File: config.mk
export PLATFORM = sky130hd
export DESIGN_NAME = simon_input_conditioner_flat
export DESIGN_NICKNAME = d
export VERILOG_FILES = /design/src/rtl/simon_input_conditioner_pkg.sv /design/src/rtl/simon_input_conditioner_if.sv /design/src/rtl/simon_sync2.sv /design/src/rtl/simon_input_conditioner.sv /design/src/flat_wrapper.sv
export SDC_FILE = /design/constraint.sdc
export NUM_CORES = 1
export LEC_CHECK = 0
export CAP_MARGIN = 20
export CORE_ASPECT_RATIO = 1.4
export CORE_MARGIN = 2
export CORE_UTILIZATION = 45
export DETAILED_ROUTE_END_ITERATION = 16
export GPL_TIMING_DRIVEN = 1
export SLEW_MARGIN = 40
export SYNTH_ARGS = -nofsm -noshare
export SYNTH_HDL_FRONTEND = slang
export SYNTH_SLANG_ARGS = --single-unit
File: constraint.sdc
create_clock -name clk -period 3.4 [get_ports clk]
set_input_delay 0.34 -clock clk [delete_from_list [all_inputs] [get_ports clk]]
set_output_delay 0.34 -clock clk [all_outputs]
set_load 0.005 [all_outputs]
File: src/rtl/simon_input_conditioner_pkg.sv
// Shared types and defaults for the Simon input conditioner.
package simon_input_conditioner_pkg;

   typedef enum logic [1:0] {
      IDLE         = 2'd0,
      WAIT_PRESS   = 2'd1,
      PRESSED      = 2'd2,
      WAIT_RELEASE = 2'd3
   } db_state_e;

   localparam int unsigned DEF_DEBOUNCE_CYCLES = 500000;
   localparam int unsigned DEF_HOLD_CYCLES     = 4;

endpackage

File: src/rtl/simon_input_conditioner_if.sv
// Board-side inputs and Simon-core-side outputs of the input conditioner.
interface simon_input_conditioner_if #(
   parameter int unsigned SW_W = 4
);
   logic            btn_raw;
   logic [SW_W-1:0] pattern_raw;
   logic            level_raw;
   logic            pclk_out;
   logic            press_pulse;
   logic [SW_W-1:0] pattern_out;
   logic            level_out;

   modport master (
      output btn_raw, pattern_raw, level_raw,
      input  pclk_out, press_pulse, pattern_out, level_out
   );

   modport slave (
      input  btn_raw, pattern_raw, level_raw,
      output pclk_out, press_pulse, pattern_out, level_out
   );
endinterface

File: src/rtl/simon_sync2.sv
// Two-flop synchroniser with synchronous clear, parameterised width.
module simon_sync2 #(
   parameter int unsigned W = 1
) (
   input  logic         clk,
   input  logic         rst,
   input  logic [W-1:0] d,
   output logic [W-1:0] q
);
   logic [W-1:0] s1_q, s2_q;

   always_ff @(posedge clk) begin
      if (rst) begin
         s1_q <= '0;
         s2_q <= '0;
      end else begin
         s1_q <= d;
         s2_q <= s1_q;
      end
   end

   assign q = s2_q;
endmodule

File: src/rtl/simon_input_conditioner.sv
// Debounces the advance button into a fixed-width pclk pulse and freezes the
// pattern/level switches around each pclk rising edge.
module simon_input_conditioner
   import simon_input_conditioner_pkg::*;
#(
   parameter int unsigned DEBOUNCE_CYCLES = DEF_DEBOUNCE_CYCLES,
   parameter int unsigned CNT_W           = 20,
   parameter int unsigned HOLD_CYCLES     = DEF_HOLD_CYCLES,
   parameter int unsigned SW_W            = 4
) (
   input  logic                     clk,
   input  logic                     rst,
   simon_input_conditioner_if.slave io
);
   localparam int unsigned HOLD_W = (HOLD_CYCLES > 1) ? $clog2(HOLD_CYCLES) : 1;
   localparam logic [CNT_W-1:0]  CNT_LAST  = CNT_W'(DEBOUNCE_CYCLES - 1);
   localparam logic [HOLD_W-1:0] HOLD_LAST = HOLD_W'(HOLD_CYCLES - 1);

   logic            btn_s, level_s;
   logic [SW_W-1:0] pattern_s;

   simon_sync2 #(.W(1))    u_sync_btn     (.clk(clk), .rst(rst), .d(io.btn_raw),     .q(btn_s));
   simon_sync2 #(.W(SW_W)) u_sync_pattern (.clk(clk), .rst(rst), .d(io.pattern_raw), .q(pattern_s));
   simon_sync2 #(.W(1))    u_sync_level   (.clk(clk), .rst(rst), .d(io.level_raw),   .q(level_s));

   db_state_e         state_q, state_d;
   logic [CNT_W-1:0]  cnt_q, cnt_d;
   logic [HOLD_W-1:0] hold_q, hold_d;
   logic              accept_q, accept_d;
   logic              pclk_q, pclk_d;
   logic              press_pulse_q, press_pulse_d;
   logic [SW_W-1:0]   pattern_q, pattern_d;
   logic              level_q, level_d;
   logic              freeze;

   always_ff @(posedge clk) begin
      if (rst) begin
         state_q       <= IDLE;
         cnt_q         <= '0;
         hold_q        <= '0;
         accept_q      <= 1'b0;
         pclk_q        <= 1'b0;
         press_pulse_q <= 1'b0;
         pattern_q     <= '0;
         level_q       <= 1'b0;
      end else begin
         state_q       <= state_d;
         cnt_q         <= cnt_d;
         hold_q        <= hold_d;
         accept_q      <= accept_d;
         pclk_q        <= pclk_d;
         press_pulse_q <= press_pulse_d;
         pattern_q     <= pattern_d;
         level_q       <= level_d;
      end
   end

   always_comb begin
      state_d  = state_q;
      cnt_d    = cnt_q;
      accept_d = 1'b0;
      case (state_q)
         IDLE: begin
            if (btn_s) begin
               state_d = WAIT_PRESS;
               cnt_d   = '0;
            end
         end
         WAIT_PRESS: begin
            if (!btn_s) begin
               state_d = IDLE;
               cnt_d   = '0;
            end else if (cnt_q == CNT_LAST) begin
               state_d  = PRESSED;
               cnt_d    = '0;
               accept_d = 1'b1;
            end else begin
               cnt_d = cnt_q + 1'b1;
            end
         end
         PRESSED: begin
            if (!btn_s) begin
               state_d = WAIT_RELEASE;
               cnt_d   = '0;
            end
         end
         WAIT_RELEASE: begin
            if (btn_s) begin
               state_d = PRESSED;
               cnt_d   = '0;
            end else if (cnt_q == CNT_LAST) begin
               state_d = IDLE;
               cnt_d   = '0;
            end else begin
               cnt_d = cnt_q + 1'b1;
            end
         end
         default: begin
            state_d = IDLE;
            cnt_d   = '0;
         end
      endcase
   end

   // The accept is registered once so press_pulse and pclk rise together in the
   // cycle after the accept edge, while the switches latch on the accept edge itself.
   always_comb begin
      press_pulse_d = accept_q;
      pclk_d        = pclk_q;
      hold_d        = hold_q;
      if (accept_q) begin
         pclk_d = 1'b1;
         hold_d = HOLD_LAST;
      end else if (pclk_q) begin
         if (hold_q == '0) pclk_d = 1'b0;
         else              hold_d = hold_q - 1'b1;
      end

      freeze    = accept_q | (pclk_q & (hold_q != '0));
      pattern_d = freeze ? pattern_q : pattern_s;
      level_d   = freeze ? level_q   : level_s;
   end

   assign io.pclk_out    = pclk_q;
   assign io.press_pulse = press_pulse_q;
   assign io.pattern_out = pattern_q;
   assign io.level_out   = level_q;
endmodule

File: src/flat_wrapper.sv
// flat-port wrapper written by rule: the top's interface ports become plain ports
module simon_input_conditioner_flat import simon_input_conditioner_pkg::*;
#(
   parameter int unsigned DEBOUNCE_CYCLES = DEF_DEBOUNCE_CYCLES,
   parameter int unsigned CNT_W           = 20,
   parameter int unsigned HOLD_CYCLES     = DEF_HOLD_CYCLES,
   parameter int unsigned SW_W            = 4
)
  (clk, rst, io_btn_raw, io_pattern_raw, io_level_raw, io_pclk_out, io_press_pulse, io_pattern_out, io_level_out);
  simon_input_conditioner_if #(.SW_W(SW_W)) io_i ();
  input  logic clk;
  input  logic rst;
  input wire logic [$bits(io_i.btn_raw)-1:0] io_btn_raw;
  input wire logic [$bits(io_i.pattern_raw)-1:0] io_pattern_raw;
  input wire logic [$bits(io_i.level_raw)-1:0] io_level_raw;
  output wire logic [$bits(io_i.pclk_out)-1:0] io_pclk_out;
  output wire logic [$bits(io_i.press_pulse)-1:0] io_press_pulse;
  output wire logic [$bits(io_i.pattern_out)-1:0] io_pattern_out;
  output wire logic [$bits(io_i.level_out)-1:0] io_level_out;
  assign io_i.btn_raw = io_btn_raw;
  assign io_i.pattern_raw = io_pattern_raw;
  assign io_i.level_raw = io_level_raw;
  assign io_pclk_out = io_i.pclk_out;
  assign io_press_pulse = io_i.press_pulse;
  assign io_pattern_out = io_i.pattern_out;
  assign io_level_out = io_i.level_out;
  simon_input_conditioner #(.DEBOUNCE_CYCLES(DEBOUNCE_CYCLES), .CNT_W(CNT_W), .HOLD_CYCLES(HOLD_CYCLES), .SW_W(SW_W)) u_core (.clk(clk), .rst(rst), .io(io_i));
endmodule
# Word-level counts from Yosys, hierarchy flattened
# Index checks and enable logic that the tools add are counted.
[word_totals]
register_bits = 44
inputBits = 8
out_inout_bits = 7
word_cells = 57
[classes]
addsub = 2
eq_ne = 9
muxes = 20
n_bitwise = 4
n_reduce_logical = 8
[ops]
columns = ["operator", "count"]
rows = [
  ["2-to-1 mux 20 bit", 5],
  ["case mux 20 bit (4 select lines)", 1],
  ["adder 20 x 1 -> 20 bit, second input constant", 1],
  ["equality test 20 x 19 -> 1 bit, second input constant", 1],
  ["2-to-1 mux 2 bit", 9],
  ["case mux 2 bit (4 select lines)", 1],
  ["!= test 3 x 2 -> 1 bit, second input constant", 2],
  ["equality test 2 bit, second input constant", 2],
  ["logical NOT 2 bit", 2],
  ["2-to-1 mux 1 bit", 4],
  ["!= test 2 bit, second input constant", 2],
  ["AND reduction 2 bit", 2],
  ["AND reduction 4 bit", 1],
  ["nonzero test 2 bit", 2],
  ["OR reduction 3 bit", 1],
  ["equality test 2 x 1 -> 1 bit, second input constant", 1],
  ["!= test 2 x 1 -> 1 bit, second input constant", 1],
  ["inverter 1 bit", 2],
  ["subtractor 2 x 1 -> 2 bit, second input constant", 1],
  ["AND 1 bit", 1],
  ["bitwise OR 1 bit", 1],
]

# Longest topological paths before layout
[depth]
ltp_word = 4
mapped_depth = 7
depth_no_buf = 6

# By module
# From an unflattened synthesis, not the netlist that was laid out.
[hier_totals]
hier_cells = 204
hier_area_um2 = 1918.1
[by_module_without_submodules]
columns = ["module", "instances", "cells_per_inst", "area_each_um2", "seq_area_each_um2"]
rows = [
  ["simon_input_conditioner", 1, 180, 1602.8, 640.6],
  ["simon_sync2 (u_core.u_sync_pattern)", 1, 16, 210.2, 160.2],
  ["simon_sync2 (u_core.u_sync_btn ...)", 2, 4, 52.6, 40.0],
]

# Worst setup path before layout
# Ideal clock, no wire load.
[synth_path]
kind = "register -> register"
start = "register u_core.cnt_q[9]"
end = "register u_core.cnt_q[1]"
setup_ns = 0.117
t_arrival_ns = 1.716
required_time_ns = 3.283
setup_slack_ns = 1.567
stages_incl_launch_ff = 6
n_path_buf = 1
period_less_slack_ns = 1.833
path_cell_list = "dfxtp_1 or4_4 nor4_4 a21oi_2 buf_6 a22o_1"
[synth_via]
elab_chain_len = 4
elab_cells_between_ends = 5
cone_classes = "eq/ne (1); mux (4)"
[synth_lines]
columns = ["element", "line", "source"]
rows = [
  ["start, declared", "simon_input_conditioner.sv:27", "logic [CNT_W-1:0] cnt_q, cnt_d;"],
  ["start signal, assigned", "simon_input_conditioner.sv:48", "cnt_q <= cnt_d;"],
  ["equality test 20 x 19 -> 1 bit *", "simon_input_conditioner.sv:73, simon_input_conditioner.sv:91", ""],
  ["2-to-1 mux 20 bit *", "simon_input_conditioner.sv:73, simon_input_conditioner.sv:91", ""],
  ["2-to-1 mux 20 bit (on tied branches)", "simon_input_conditioner.sv:88, simon_input_conditioner.sv:70", ""],
  ["case mux 20 bit (4 select lines) *", "simon_input_conditioner.sv:62", "case (state_q)"],
]
# Every way passes the cells marked *; elsewhere a longest branch is shown, timed or not.
# A chain may end at the register's enable or synchronous reset.

==> results by stage <==
Cells and area:
- The area added between synthesis and finish is 15.32%.
- 0 antenna diodes ended up in the layout.
- The sequential standard cell area is 880.8 sq um.
- The fraction of layout instances using a drive strength above 1 is 6.635%.
- For this run, the share of the core covered by cells in the final layout is 54.09%.
- Fill cells in the final layout number 362.
- The area of the multi-input gates is 893.4 sq um.
- The net count of the finished layout is 220.

Yosys:
- The share of synthesized area in the top cell type comes to 47.92%.
- The biggest area contributor in the post-synthesis netlist is sky130_fd_sc_hd__dfxtp_1.
- In the synthesized netlist the dominant register cell turns out to be sky130_fd_sc_hd__dfxtp_1.
- Yosys mapped a number of flops with a built-in enable equal to 0.
- The synthesized design contains 44 register bits.
- The sequential share of the synthesized area is 47.92%.
- The synthesized netlist contains 43 unique library cells.
- The fraction of registers with async set or reset after synthesis is 0%.
- The area of the mapped netlist is 1838 sq um.
- By area the synthesized netlist is led by sky130_fd_sc_hd__dfxtp_1 (48%), sky130_fd_sc_hd__nor2b_1 (4.8%), sky130_fd_sc_hd__mux2i_1 (4.4%), sky130_fd_sc_hd__nor2_1 (3.1%), sky130_fd_sc_hd__a31oi_1 (2.7%).
- By count the netlist is led by sky130_fd_sc_hd__dfxtp_1 (44), sky130_fd_sc_hd__nor2_1 (15), sky130_fd_sc_hd__nor2b_1 (14), sky130_fd_sc_hd__nand2_1 (13), sky130_fd_sc_hd__a21oi_1 (9).
- The count of synthesis-stage warnings from yosys is 0.
- By instance count, the leading cell after synthesis is sky130_fd_sc_hd__dfxtp_1.
- The synthesized instance count is 197.
- Synthesis produced a netlist with a net count of 207.
- The average instance in the mapped netlist occupies 9.330 sq um.

Clock network:
- Clock-pin slew was measured on the worst setup and hold paths at 80 ps.
- The deepest level of the CTS H-tree is 2.
- Once the clock tree was built, the setup fixing pass inserted 0 buffers.
- The CTS tree is yes.
- The number of clock buffers added by TritonCTS is 5.
- The maximum clock path buffer count is 2.
- The clock latency of the later-clocked register in the worst-skew pair is 290 ps.
- The clock drives 44 sinks.
- The total of cells resized after clock tree synthesis is 0.
- The clock root buffer is sky130_fd_sc_hd__clkbuf_8.
- The post-cts hold buffer count is 0.

Pwr:
- The proportion of power drawn by flip-flops and latches is 54.1%.
- The analysis attributes to cell leakage a power of 0.7981 nW.
- The clock network power share is 42.3%.
- The net switching component of the power is 190.5 uW.
- The proportion of total power due to net switching is 19.59%.
- Across the VDD grid, the largest voltage drop is 0.3445 mV.
- The power density over cell area is 458.8 nW/um^2.
- The part of the power in combinational logic is 3.5%.
- The cell internal power dissipation is 781.9 uW.

Global route:
- The largest net degree at the start of global routing is 30.
- The number of antenna violations at the first check in global routing was 0.
- For this run the aggregate overflow at the end of global routing stands at 0.
- The first-pass GRT wire length is 5.989 mm.
- Global routing used 16.60% of the available tracks.
- The number of global-route vias before repair is 1379.

Job:
- The tool flagged a number of max-cap violations equal to 0.

Floorplanning:
- The die is 58.02 microns wide.
- In this run the core area contains 27 standard-cell rows.
- 15 I/O pins were placed.
- The die area is 4619 sq um.
- The initial cell density of the core is 46.90%.
- The core outline area is 3919 sq um.
- From bottom edge to top edge, the die measures 79.62 microns.

Setup path:
- The startpoint-to-endpoint class of the critical path is reg -> reg.
- For the worst setup path, the data arrival time is 2340 ps.
- The peak per-stage delay on the critical path is 590 ps.
- The critical path goes through xor2_1 -> nand3b_1 -> a21oi_2 -> or2b_1 -> a31oi_1.
- The required arrival time at the worst endpoint is 3610 ps.
- STA classifies the critical path startpoint as a flip-flop.
- STA classifies the critical path endpoint as a flip-flop.
- Along the worst path, the maximum fanout reaches 19.
- The slowest stage cell on the critical path is sky130_fd_sc_hd__a21oi_2.

Timing:
- The number of hold violations in the final report is 0.
- Setup repair after global routing left no endpoint under its margin.
- The maximum clock skew at final layout is 5.607 ps.
- Setup violations remaining at the end of the flow were counted as 0.
- The headroom to the max-slew limit is 50.82%.
- The max-slew violation count is 0.
- The minimum clock period after layout is 2128 ps.
- The maximum clock frequency is 470.0 MHz.
- At the pin with the least slew margin, the transition time is 737.7 ps.
- The worst path uses 62.58% of the clock period.
- For the final routed database, the setup TNS stands at 0 ps.

Placed design:
- The congestion estimate from routability-driven global placement came to 0.8366.
- Port buffering added 14 buffers.
- The placed wire-length estimate is 2.377 mm.

Drt:
- The via-per-instance ratio is 5.594.
- The routed wirelength normalized by instance count is 13.06 microns.
- The wire length on met2 is 1.690 mm.
- The first routing iteration left 40 violations.
- In this run the top signal layer used is met4.
- The count of antenna-violating nets left after detailed routing is 0.
- After detailed routing, the wire length on met1 is 1.443 mm.
- The number of search-and-repair iterations in the first detailed-routing pass is 4.
- The total length of routed wires is 3.317 mm.
- The routed length on met3 is 125 microns.
- After detailed routing, the number of remaining DRC violations is 0.
- For this block, the via count after detailed routing is 1421.

Outcome:
- The flow ran to the end, and the final reports show no timing, DRC or antenna violations.

Min path:
- The worst hold path belongs to the class reg -> reg.
## cell usage in the layout, fill, tap and decap left out, drive strengths merged
cell type      Yosys  layout
o2bb2a             1       1
nor2b             14      14
bufinv             0       1
nand3              8       8
o31ai              1       1
clkbuf             7       6
nor4               1       1
clkinv             0       1
dfxtp             44      44
ha                 2       2
or4                2       2
and2               2       2
mux2i              8       8
o41ai              1       1
xnor2              3       3
and3b              1       1
a211oi             1       1
and4               4       4
a41oi              1       1
nor3               4       4
and3               3       3
buf                3       2
nand3b             1       1
a21o               3       3
or3                3       3
nand2             13      13
or4bb              1       1
o21ai             10      10
clkdlybuf4s50      0      14
inv                4       4
a22o               1       1
xor2               4       4
nor2              15      15
or2b               3       3
a21oi             10      10
nand4              5       5
nand2b             1       1
a31oi              8       8
nor4b              2       2
nor3b              2       2
## per-layer routing
metal | vias up | GRT usage (%)
met1 | 665 | 18.38
met3 | 8 | 4.376
met5 | - | 0
met4 | 0 | 6.279
met2 | 28 | 29.66
li1 | 720 | -
## registers in the layout, indices dropped and copies added, names as in the netlist, 2 cells and up, named ones only
| register | cells |
|---|---|
| u_core.io.pattern_out | 4 |
| u_core.u_sync_pattern.s1_q | 4 |
| u_core.cnt_q | 20 |
| u_core.hold_q | 2 |
| u_core.u_sync_pattern.q | 4 |
## power groups by stage
stage | clock network (mW) | registers (mW) | logic (mW)
after global routing | 0.443 | 0.527 | 0.0382
after CTS | 0.425 | 0.527 | 0.0350
after global placement | 0 | 0.538 | 0.0341
after floorplan | 0 | 0.538 | 0.0192
final | 0.412 | 0.526 | 0.0345
after detailed placement | 0 | 0.539 | 0.0346
## through the flow
step | cells | cell area, sq um | setup WS (ps) | power (mW) | hold slack (ps)
2_1_floorplan | 197 | 1838 | 1567 | 0.5568 | 413.8
3_3_place_gp | 246 | 1998 | 1155 | 0.5724 | 419.3
3_5_place_dp | 246 | 1998 | 1083 | 0.5734 | 422.7
4_1_cts | 254 | 2120 | 1246 | 0.9862 | 442.0
5_1_grt | 254 | 2120 | 1026 | 1.009 | 453.3
6_report | 254 | 2120 | 1272 | 0.9724 | 438.7
## worst max-delay path, delay by kind of cell (launching register included)
| family | cells | cell delay, ps |
|---|---|---|
| compound gates | 2 | 760 |
| xor+xnor | 1 | 450 |
| flops | 1 | 370 |
| simple gates | 2 | 470 |
## path summary, 6_finish.rpt
| check | depth (start not counted) | startpoint | slack (ps) | to |
|---|---|---|---|---|
| hold / removal | 1 | u_core.u_sync_pattern.s1_q[2] | 440 | u_core.u_sync_pattern.q[2] |
| hold reg to reg | 1 | u_core.u_sync_pattern.s1_q[2] | 440 | u_core.u_sync_pattern.q[2] |
| setup / recovery | 5 | flip-flop | 1270 | u_core.cnt_q[2] |
| setup reg to reg | 5 | flip-flop | 1270 | u_core.cnt_q[2] |
## layout make-up
cell class                      instances  area share, %
Clock inverter                          2          1.830
Multi-Input combinational cell        139          42.15
Tap cell                               43          2.538
Timing Repair Buffer                   16          7.320
Inverter                                4         0.7084
Sequential cell                        44          41.56
Clock buffer                            6          3.896
## kinds of logic after synthesis
| family | count (synthesis) | share of synthesized area [%] |
|---|---|---|
| xor gates and xnor gates | 7 | 3.336 |
| muxes | 8 | 4.357 |
| AOI/OAI and AO/OA | 37 | 12.39 |
| DFF | 44 | 47.92 |
| and+or+nand+nor | 85 | 27.16 |
| adders and majority gates | 2 | 1.361 |
| buffers and inverters | 14 | 3.472 |
Note: power is estimated with default switching activity, not from simulation.
